**src/rtl/membus_arbiter_pkg.sv**
```systemverilog
// membus_arbiter_pkg: shared state encoding, target/direction codes and timing defaults
package membus_arbiter_pkg;
    typedef enum logic [2:0] {S_IDLE, S_ISSUE, S_WAIT, S_DONE, S_RECOVER} state_t;
    localparam logic dev_REG = 1'b0;
    localparam logic dev_MEM = 1'b1;
    localparam logic mode_READ = 1'b0;
    localparam logic mode_WRITE = 1'b1;
    localparam logic [7:0] TIMEOUT_DEFAULT = 8'd64;
    localparam logic [3:0] RECOVER_DEFAULT = 4'd8;
endpackage

```
**src/rtl/membus_arbiter_rr_arbiter2.sv**
```systemverilog
// rr_arbiter2: two-way round-robin grant; the requester not served last wins a tie
module rr_arbiter2 (
    input  logic       i_sys_clk,
    input  logic       i_sys_rst,
    input  logic [1:0] req,
    input  logic       update,
    input  logic       served,
    output logic [1:0] grant
);
    logic last;
    always_ff @(posedge i_sys_clk) begin
        if (i_sys_rst) last <= 1'b1;
        else if (update) last <= served;
    end
    always_comb grant = (&req) ? (last ? 2'b01 : 2'b10) : req;
endmodule

```
**src/rtl/membus_arbiter.sv**
```systemverilog
// membus_arbiter: two-requester arbiter driving a toggle-strobed register/memory bus with timeout recovery
module membus_arbiter
    import membus_arbiter_pkg::*;
#(
    parameter logic [7:0] TIMEOUT_CYCLES = TIMEOUT_DEFAULT,
    parameter logic [3:0] RECOVER_CYCLES = RECOVER_DEFAULT
) (
    input  logic        i_sys_clk,
    input  logic        i_sys_rst,
    input  logic        i_req0,
    input  logic        i_req1,
    input  logic        i_regmem0,
    input  logic        i_regmem1,
    input  logic        i_rw0,
    input  logic        i_rw1,
    input  logic [15:0] i_address0,
    input  logic [15:0] i_address1,
    input  logic [7:0]  i_wdata0,
    input  logic [7:0]  i_wdata1,
    output logic        o_ack0,
    output logic        o_ack1,
    output logic        o_err0,
    output logic        o_err1,
    output logic [7:0]  o_rdata0,
    output logic [7:0]  o_rdata1,
    output logic        o_apulse,
    output logic        o_regmem,
    output logic        o_rw,
    output logic [15:0] o_address,
    output logic [7:0]  o_byte,
    input  logic [7:0]  i_byte,
    input  logic        i_ready,
    output logic [1:0]  o_grant,
    output logic        o_busy
);
    state_t     state;
    logic       own, busy, apulse, upd;
    logic [1:0] win, ack, err;
    logic [7:0] rdata [2];
    logic [7:0] tcnt;
    logic [3:0] rcnt;
    assign upd = state == S_DONE || (state == S_RECOVER && rcnt == RECOVER_CYCLES - 4'd1);
    rr_arbiter2 u_rr (
        .i_sys_clk(i_sys_clk),
        .i_sys_rst(i_sys_rst),
        .req({i_req1, i_req0}),
        .update(upd),
        .served(own),
        .grant(win)
    );
    // apulse is deliberately outside the reset branch so reset never makes a downstream edge
    always_ff @(posedge i_sys_clk) begin
        if (i_sys_rst) begin
            state <= S_IDLE;
            own <= 1'b0;
            busy <= 1'b0;
            o_grant <= 2'b00;
            ack <= 2'b00;
            err <= 2'b00;
            rdata[0] <= 8'h00;
            rdata[1] <= 8'h00;
            tcnt <= 8'h00;
            rcnt <= 4'h0;
            {o_regmem, o_rw, o_address, o_byte} <= '0;
        end else begin
            case (state)
                S_IDLE: if (|win) begin
                    own <= win[1];
                    o_grant <= win;
                    busy <= 1'b1;
                    {o_regmem, o_rw, o_address, o_byte} <= win[1] ?
                        {i_regmem1, i_rw1, i_address1, i_wdata1} : {i_regmem0, i_rw0, i_address0, i_wdata0};
                    state <= S_ISSUE;
                end
                S_ISSUE: begin
                    apulse <= ~apulse;
                    tcnt <= 8'h00;
                    state <= S_WAIT;
                end
                S_WAIT: if (i_ready) begin
                    ack[own] <= 1'b1;
                    if (o_rw == mode_READ) rdata[own] <= i_byte;
                    state <= S_DONE;
                end else if (tcnt + 8'd1 == TIMEOUT_CYCLES) begin
                    ack[own] <= 1'b1;
                    err[own] <= 1'b1;
                    rdata[own] <= 8'h00;
                    tcnt <= tcnt + 8'd1;
                    rcnt <= 4'h0;
                    state <= S_RECOVER;
                end else begin
                    tcnt <= tcnt + 8'd1;
                end
                S_DONE: begin
                    ack <= 2'b00;
                    err <= 2'b00;
                    o_grant <= 2'b00;
                    busy <= 1'b0;
                    state <= S_IDLE;
                end
                S_RECOVER: begin
                    ack <= 2'b00;
                    err <= 2'b00;
                    o_grant <= 2'b00;
                    rcnt <= rcnt + 4'd1;
                    if (rcnt == RECOVER_CYCLES - 4'd1) begin
                        busy <= 1'b0;
                        state <= S_IDLE;
                    end
                end
                default: state <= S_IDLE;
            endcase
        end
    end
    assign o_apulse = apulse;
    assign o_busy = busy;
    assign {o_ack1, o_ack0} = ack;
    assign {o_err1, o_err0} = err;
    assign o_rdata0 = rdata[0];
    assign o_rdata1 = rdata[1];
endmodule

```
**config.mk**
```make
export PLATFORM = sky130hd
export DESIGN_NAME = membus_arbiter
export DESIGN_NICKNAME = d
export VERILOG_FILES = /design/src/rtl/membus_arbiter_pkg.sv /design/src/rtl/membus_arbiter_rr_arbiter2.sv /design/src/rtl/membus_arbiter.sv
export SDC_FILE = /design/constraint.sdc
export NUM_CORES = 1
export LEC_CHECK = 0
export ABC_AREA = 1
export BUFFER_PORTS_ARGS = -buffer_cell sky130_fd_sc_hd__buf_2
export CAP_MARGIN = 20
export CORE_MARGIN = 8
export CORE_UTILIZATION = 49
export CTS_CLUSTER_SIZE = 25
export DETAILED_ROUTE_END_ITERATION = 10
export PLACE_DENSITY = 0.77
export SLEW_MARGIN = 10
export SYNTH_ARGS = -nofsm -noshare
export SYNTH_HDL_FRONTEND = slang
export SYNTH_HIERARCHICAL = 1
export SYNTH_SLANG_ARGS = --single-unit
```
**constraint.sdc**
```tcl
create_clock -name i_sys_clk -period 2.8 [get_ports i_sys_clk]
set_input_delay 0.14 -clock i_sys_clk [delete_from_list [all_inputs] [get_ports i_sys_clk]]
set_output_delay 0.14 -clock i_sys_clk [all_outputs]
set_load 0.02 [all_outputs]
```
==> results by group, run 1 <==
Critical path
  • CP max FO: 17
  • Arr. time, crit path: 2280 ps
  • Sort of element at the start of the critical path: register
  • Dominant cell type by count on the critical path: nand2_1
  • Delay of the slowest cell on the worst path: 440 ps
  • Cells along the critical path: ha_1, nand3_1, nand2_1, nand3_2, nor2_4, nand2_2, nor2_4, nand3_4, nand2_1, nand2_1, nand2_1
  • Worst Path Required: 2800 ps
  • Library cell contributing the largest single delay on the critical path: dfxtp_1
  • Element type at the critical path end: register
  • Start-to-end type of the worst setup path: register to register

Logic synthesis
  • Number of instances in the synthesized netlist: 372
  • Share of the synthesized area in the top cell type: 31.8%
  • Leading post-synthesis cells by instance count: dfxtp_1, nand2_1, inv_1
  • Unique masters post-synth: 33
  • Post-synth EDFFs: 17
  • Number of flip-flops and latches in the synthesized netlist: 67
  • Mapped Nets: 440
  • Ys flop type: dfxtp_1
  • Ranking of synthesized cells by area: dfxtp_1, edfxtp_1, mux2i_1
  • Asr flop ratio synth: 0%
  • Cell with the most instances after synthesis: dfxtp_1
  • Synth Area per Inst: 8.47 um2
  • Share of the yosys chip area belonging to registers: 48.0%
  • Post-Synthesis Cell Area: 3150 um2
  • Count of yosys warnings during synthesis: 6
  • Cell accounting for the most synthesized area: dfxtp_1

Timing
  • Max-slew violation count: 0
  • Shortest clock period the worst path allows after layout: 2280 ps
  • Period utilisation layout: 81.3%
  • Max Clock Skew: 8.88 ps
  • Setup TNS: 0 ps
  • Setup repair after global routing missed its margin: no
  • Final count of negative-setup-slack endpoints: 0
  • Max_slew headroom: 69.4%
  • Final Hold Vio Count: 0
  • Maximum achievable frequency: 439 MHz
  • Slew at the pin closest to its max-slew limit: 458 ps

Status
  • Status: completed

Clocking
  • Post-CTS Repair Setup Buffers: 0
  • Post-CTS clock slew at the launch and capture registers of the worst setup and hold paths: 70 ps
  • Clk_lat worst skew: 330 ps
  • Hold_buf cts: 0
  • Total clock buffers created by CTS: 9
  • Total number of clock tree sinks: 67
  • Clock buffer depth: 2
  • TritonCTS clock tree: yes
  • Depth of the CTS H-tree: 3
  • Post-CTS sizing: 0
  • Root buffer selected by CTS: clkbuf_8

Min path
  • Class of the tightest hold or removal check: primary input to register

Run
  • Reported max-cap violation count: 0

Floorplanning
  • Core Box Area: 6280 um2
  • Starting utilization of the core area: 50.2%
  • Area of the die: 9250 um2
  • Io pins: 115
  • X dimension of the die: 96.2 um
  • Height of the die: 96.2 um
  • Standard-cell row count: 29

GRT
  • Global-route wire length before repair: 13300 um
  • Maximum number of pins on one net before global-route repair: 53
  • Remaining Overflow, GRT: 0
  • Tot GR Track Use: 18.4%
  • Via count of the first global-routing pass: 3019
  • Number of antenna violations at the first check in global routing: 0

Route
  • Drt pass-1 iters: 4
  • Antenna-violating nets left: 0
  • Per-cell via count in the routed design: 5.12
  • Vias post-DR: 2897
  • Iteration-0 DRC Markers: 114
  • Routed wire length per instance: 14.2 um
  • Routed WL: 8040 um
  • Count of unresolved DRC violations after routing: 0

Power
  • Leakage power of the design: 1.92 nW
  • Total power divided by cell area: 633 nW/um2
  • Power consumption: 0.00250 W
  • Peak supply drop: 0.000416 V

Cells and area
  • Nets: 552
  • Area growth from synthesis to layout: 25.5%
  • # diodes: 0
  • Fraction of final layout cells sized beyond drive strength 1: 31.3%

Placed design
  • HPWL after detailed placement: 6200 um
  • IO buf count: 114
  • Gpl congestion: 0.814
==> worst max-delay path, delay by kind of cell, from the launching register on <==
family	cells	cell delay, ps
flops	1	440
fa+ha+maj	1	220
simple gates	10	1270
==> where the power goes <==
part | total [W] | internal, W | switching, W
Combinational | 0.000606 | 0.000207 | 0.000399
Clock | 0.000719 | 0.000370 | 0.000349
Sequential | 0.00118 | 0.00111 | 0.0000718
Total | 0.00250 | 0.00168 | 0.000820
==> final timing paths <==
| path | from | end | slack [ps] | depth (start not counted) |
|---|---|---|---|---|
| worst max register to register | tcnt[0] | rdata[0][7] | 520 | 11 |
| worst min register to register | o_grant[1] | o_grant[1] | 460 | 2 |
| worst min-delay path | i_wdata0[3] | o_byte[3] | 90 | 3 |
| worst max-delay path | tcnt[0] | rdata[0][7] | 520 | 11 |
==> per-layer routing <==
layer  track usage [%]  routed length (um)
met2              29.8                3770
met5                 0                   0
met4              6.53                 116
met3              8.89                 758
met1              20.5                3400
==> cell families (layout without fill, tap and decap cells) <==
logic type | Yosys count | in the layout | synth area share (%)
and+or+nand+nor | 127 | 127 | 20.3
adders and majority gates | 3 | 3 | 1.19
DFF | 67 | 67 | 48.0
AOI/OAI and AO/OA | 81 | 81 | 13.4
xor gates and xnor gates | 1 | 1 | 0.278
buffers and inverters | 67 | 184 | 8.62
muxes | 26 | 26 | 8.26
==> metrics by stage <==
stage | cell area [um2] | hold slack, ps | cells | utilization (%) | setup WS, ps
floorplan | 3150 | 248 | 372 | - | 828
global placement | 3780 | 425 | 550 | 60.2 | 616
detailed placement | 3780 | 433 | 550 | 60.2 | 540
CTS | 3950 | 75.8 | 566 | 63.0 | 531
global route | 3950 | 90.0 | 566 | 63.0 | 273
finish | 3950 | 91.4 | 566 | 63.0 | 523
==> cell type report <==
| type | count | area, um2 |
|---|---|---|
| Sequential cell | 67 | 1510 |
| Clock buffer | 14 | 163 |
| Tap cell | 77 | 96.3 |
| Timing Repair Buffer | 119 | 608 |
| Clock inverter | 2 | 12.5 |
| Multi-Input combinational cell | 238 | 1380 |
| Inverter | 49 | 184 |
| Fill cell | 533 | 2320 |
==> flip-flops by register name, summed over array words and instances (netlist names) <==
register	count
o_apulse	1
state	3
tcnt	8
o_address	16
own	1
o_grant	2
o_busy	1
o_byte	8
rdata	16
ack	2
o_rw	1
rcnt	4
u_rr/last	1
o_regmem	1
err	2
==> cells in the final DEF, fill, tap and decap left out, drive strengths merged <==
master	synthesis	layout
o21a	1	1
mux2i	26	26
or2	4	4
a31oi	1	1
buf	10	119
a21o	1	1
xnor2	1	1
a21boi	2	2
o21ai	33	33
ha	3	3
o211a	1	1
dfxtp	50	50
inv	49	49
clkinv	0	1
nor2	23	23
nor3	6	6
nand2	52	52
a21oi	42	42
clkinvlp	0	1
nand3	20	20
clkbuf	8	14
edfxtp	17	17
nand4	22	22
Note: power is estimated with default switching activity, not from simulation.
==> run 2, diff against run 1 <==
CORE_UTILIZATION = 45   (was 49)
PLACE_DENSITY = 0.75   (was 0.77)
clock period = 2 ns   (was 2.8 ns; I/O delays follow)
==> run 2 against run 1 <==
Compared with the run above: clock-buffer cell count decreased by 5; first-iteration DRC count increased by 5.3%; final area increased by 3.0%; clock power increased by 34%; critical path depth unchanged; utilization decreased by 3.0 points; sequential power increased by 39%; register-to-register slack got worse by 390 ps; die area increased by 7.4%; largest cell class unchanged; largest power group unchanged.
==> results by group, run 2 (synthesis gave the netlist of run 1 again) <==
Cells and area
  • Nets: 559
  • Area growth from synthesis to layout: 29.3%
  • # diodes: 0
  • Commonest cells after routing, fill and taps aside: buf_2, dfxtp_1, nand2_1, inv_1, a21oi_1
  • Fraction of final layout cells sized beyond drive strength 1: 34.9%
  • Post-Layout Inst Area: 4070 um2
  • Most frequent standard cell in the layout excluding fill and tap cells: buf_2
  • Finished Core Util: 59.9%

Clocking
  • Post-CTS clock slew at the launch and capture registers of the worst setup and hold paths: 80 ps
  • Total number of clock tree sinks: 67
  • Clock buffer depth: 2
  • Total clock buffers created by CTS: 9
  • Root buffer selected by CTS: clkbuf_8
  • TritonCTS clock tree: yes
  • Clk_lat worst skew: 330 ps
  • Depth of the CTS H-tree: 3

Route
  • Antenna-violating nets left: 0
  • Vias post-DR: 2937
  • Drt pass-1 iters: 4
  • Count of unresolved DRC violations after routing: 0
  • Iteration-0 DRC Markers: 120
  • Per-cell via count in the routed design: 4.96
  • Routed WL: 8150 um
  • Routed wire length per instance: 13.8 um

Power
  • Peak supply drop: 0.000510 V
  • Total power divided by cell area: 861 nW/um2
  • Power consumption: 0.00351 W
  • Leakage power of the design: 1.96 nW

Floorplanning
  • X dimension of the die: 99.7 um
  • Io pins: 115
  • Area of the die: 9930 um2
  • Standard-cell row count: 30
  • Height of the die: 99.7 um
  • Core Box Area: 6790 um2
  • Starting utilization of the core area: 46.4%

Critical path
  • Element type at the critical path end: register
  • Start-to-end type of the worst setup path: register to register
  • CP max FO: 8
  • Register-to-Register Setup Slack: 130 ps
  • Arr. time, crit path: 1910 ps
  • Sort of element at the start of the critical path: register
  • Delay of the slowest cell on the worst path: 330 ps
  • Worst Path Required: 2040 ps
  • Cells along the critical path: ha_2, nand3_2, nand2_2, nand3_2, nor2_4, nand2_2, nor2_4, nand3_4, nand2_2, nand2_1, nand2_4
  • Library cell contributing the largest single delay on the critical path: dfxtp_1
  • Dominant cell type by count on the critical path: nand2_2

GRT
  • Via count of the first global-routing pass: 2948
  • Tot GR Track Use: 16.7%
  • Maximum number of pins on one net before global-route repair: 53
  • Global-route wire length before repair: 13400 um
  • Number of antenna violations at the first check in global routing: 0
  • Remaining Overflow, GRT: 0

Placed design
  • Gpl congestion: 0.845
  • Dpl cell area: 3840 um2
  • HPWL after detailed placement: 6190 um
  • IO buf count: 114

Timing
  • Slew at the pin closest to its max-slew limit: 426 ps
  • Final Hold Vio Count: 0
  • Final count of negative-setup-slack endpoints: 0
  • Shortest clock period the worst path allows after layout: 1870 ps
  • Maximum achievable frequency: 536 MHz
  • Max Clock Skew: 9.43 ps
  • Worst hold-check slack: 46.3 ps
  • Period utilisation layout: 93.3%
  • Max-slew violation count: 0
  • Max_slew headroom: 71.6%

Status
  • Status: completed

Run
  • Reported max-cap violation count: 0

Min path
  • Class of the tightest hold or removal check: primary input to register
==> run 2: area by class of cell <==
class | instances | area [um2]
clock buffer | 9 | 124
clock inverter | 7 | 43.8
fill | 584 | 2720
inverter | 49 | 184
multi-input combinational | 238 | 1410
sequential | 67 | 1520
tap | 96 | 120
timing repair buffer | 126 | 677
==> run 2: path summary, 6_finish.rpt <==
check / from / end / depth (start not counted)
setup reg to reg: tcnt[0] / rdata[0][7] / 11
hold / removal: i_address0[0] / o_address[0] / 3
hold reg to reg: ack[1] / ack[1] / 2
setup / recovery: tcnt[0] / rdata[0][7] / 11
==> run 2: through the flow <==
| stage | setup TNS, ps | cells | setup slack, ps |
|---|---|---|---|
| global route | -258 | 592 | -26.9 |
| detailed placement | -197 | 573 | -24.8 |
| finish | 0 | 592 | 133 |
| CTS | 0 | 589 | 78.6 |
| floorplan | 0 | 372 | 27.9 |
| global placement | 0 | 573 | 74.4 |
==> run 2: critical path: cells and delay by family, from the launching register on <==
kind	cells	cell delay, ps
fa+ha+maj	1	200
simple gates	10	1020
flops	1	330
==> run 2: what timing repair did <==
action | 4_1_cts | 5_1_grt
setup buffers | 0 | 3
hold buffers | 0 | 0
pin swaps | 0 | 4
resized for setup | 2 | 12
setup endpoints to repair | 16 | 27
==> run 2: power by group <==
| group | switching, W | internal [W] | leakage [nW] |
|---|---|---|---|
| registers | 0.0000850 | 0.00155 | 0.587 |
| logic | 0.000587 | 0.000323 | 1.29 |
| clock network | 0.000517 | 0.000445 | 0.0868 |
| total | 0.00119 | 0.00232 | 1.96 |
==> run 2: per-layer routing <==
| layer | track usage [%] | routed length [um] | vias up |
|---|---|---|---|
| li1 | - | - | 1507 |
| met1 | 18.6 | 3520 | 1312 |
| met2 | 27.4 | 3850 | 104 |
| met3 | 6.42 | 660 | 14 |
| met4 | 7.45 | 115 | 0 |
| met5 | 0 | 0 | - |
==> run 3, diff against run 2 <==
REMOVE_ABC_BUFFERS = 1   (was unset)
==> run 3 against run 2 <==
Compared with the run above: maximum frequency decreased by 0.54%; setup slack worse by 10 ps; largest cell class unchanged; critical path type unchanged; critical path depth is the same; cell count down 0.17%; register-to-register slack about the same.
==> results by group, run 3 (synthesis gave the netlist of run 1 again) <==
Cells and area
  • Fraction of final layout cells sized beyond drive strength 1: 32.7%
  • Post-route insts no fill: 591
  • Nets: 558
  • Finished Core Util: 59.9%
  • Most frequent standard cell in the layout excluding fill and tap cells: buf_2
  • Area growth from synthesis to layout: 29.3%
  • Commonest cells after routing, fill and taps aside: buf_2, dfxtp_1, nand2_1
  • # diodes: 0

Critical path
  • Library cell contributing the largest single delay on the critical path: dfxtp_1
  • CP max FO: 8
  • Arr. time, crit path: 1910 ps
  • Sort of element at the start of the critical path: register
  • Start-to-end type of the worst setup path: register to register
  • Cell class contributing the biggest share of worst-path delay: simple AND/OR/NAND/NOR gates
  • Dominant cell type by count on the critical path: nand2_1
  • Worst Path Required: 2030 ps
  • Number of buffers and inverters on the critical path: 0
  • Cells along the critical path: ha_1, nand3_1, nand2_1, nand3_2, nor2_4, nand2_2, nor2_4, nand3_4, nand2_1, nand2_1, nand2_2
  • Delay of the slowest cell on the worst path: 340 ps
  • Element type at the critical path end: register

Timing
  • Max Clock Skew: 8.99 ps
  • Final Hold Vio Count: 0
  • Period utilisation layout: 93.8%
  • Final count of negative-setup-slack endpoints: 0
  • Maximum achievable frequency: 533 MHz
  • Max_slew headroom: 76.4%
  • Setup TNS: 0 ps
  • Shortest clock period the worst path allows after layout: 1880 ps
  • Max-slew violation count: 0
  • Slew at the pin closest to its max-slew limit: 353 ps
  • Setup repair after global routing missed its margin: no
  • Worst hold-check slack: 56.6 ps

Clocking
  • Clk_lat worst skew: 340 ps
  • Total clock buffers created by CTS: 9
  • Hold_buf cts: 0
  • Post-CTS clock slew at the launch and capture registers of the worst setup and hold paths: 70 ps
  • Depth of the CTS H-tree: 3
  • Total number of clock tree sinks: 67
  • Post-CTS Repair Setup Buffers: 0
  • TritonCTS clock tree: yes
  • Root buffer selected by CTS: clkbuf_8
  • Clock buffer depth: 2

Power
  • Total power divided by cell area: 896 nW/um2
  • Leakage power of the design: 1.97 nW
  • Peak supply drop: 0.000537 V

Placed design
  • Cells after DPL: 575
  • HPWL after detailed placement: 6230 um
  • IO buf count: 114
  • Gpl congestion: 0.841

Status
  • Status: completed

Route
  • Routed wire length per instance: 13.8 um
  • Iteration-0 DRC Markers: 111
  • Per-cell via count in the routed design: 4.95
  • Count of unresolved DRC violations after routing: 0
  • Drt pass-1 iters: 5
  • Vias post-DR: 2926
  • Antenna-violating nets left: 0
  • Routed WL: 8150 um

GRT
  • Via count of the first global-routing pass: 2967
  • Global-route wire length before repair: 13500 um
  • Tot GR Track Use: 16.8%
  • Maximum number of pins on one net before global-route repair: 53
  • Remaining Overflow, GRT: 0
  • Number of antenna violations at the first check in global routing: 0

Floorplanning
  • Height of the die: 99.7 um
  • Starting utilization of the core area: 46.4%
  • Core Box Area: 6790 um2
  • X dimension of the die: 99.7 um
  • Io pins: 115
  • Area of the die: 9930 um2
  • Standard-cell row count: 30

Run
  • Reported max-cap violation count: 0

Min path
  • Class of the tightest hold or removal check: primary input to register
## run 3: cell type report
class | instances | area [um2]
Multi-Input combinational cell | 238 | 1390
Inverter | 49 | 184
Timing Repair Buffer | 125 | 678
Tap cell | 96 | 120
Clock inverter | 7 | 67.6
Clock buffer | 9 | 124
Sequential cell | 67 | 1510
Fill cell | 595 | 2720
## run 3: worst min-delay path, stage by stage
cell,delay [ps]
buf_2,70
mux2i_1,50
a21oi_1,120
## run 3: report_power, final
group | total [W] | leakage [nW] | switching, W | internal (W)
Combinational | 0.000910 | 1.29 | 0.000586 | 0.000324
Sequential | 0.00163 | 0.586 | 0.0000842 | 0.00155
Clock | 0.00111 | 0.0947 | 0.000534 | 0.000572
Total | 0.00365 | 1.97 | 0.00120 | 0.00244
## run 3: repair_timing
item | in CTS | in global routing
endpoints found under the hold margin | 0 | 0
resized for setup | 0 | 3
setup endpoints to repair | 0 | 16
## run 3: path summary, 6_finish.rpt
| kind | startpoint | endpoint | slack [ps] | cells after the start |
|---|---|---|---|---|
| hold / removal | i_address0[13] | o_address[13] | 60 | 3 |
| setup / recovery | tcnt[0] | rdata[1][7] | 120 | 11 |
| hold reg to reg | ack[0] | ack[0] | 450 | 2 |
| setup reg to reg | tcnt[0] | rdata[1][7] | 120 | 11 |
## run 3: metal layers
| metal | wire [um] | part of all wire [%] | track usage (%) |
|---|---|---|---|
| met1 | 3610 | 44 | 19.6 |
| met2 | 3670 | 45 | 26.6 |
| met3 | 790 | 9.7 | 7.75 |
| met4 | 83 | 1.0 | 5.24 |
| met5 | 0 | 0 | 0 |
## run 3: metrics by stage
step	power (W)	setup WS [ps]	cell area (um2)
after floorplan	0.00220	-2750	3060
after global placement	0.00255	73.5	3870
final	0.00365	123	4070
after detailed placement	0.00257	4.11	3870
after CTS	0.00367	0.914	4060
after global routing	0.00385	4.01	4070
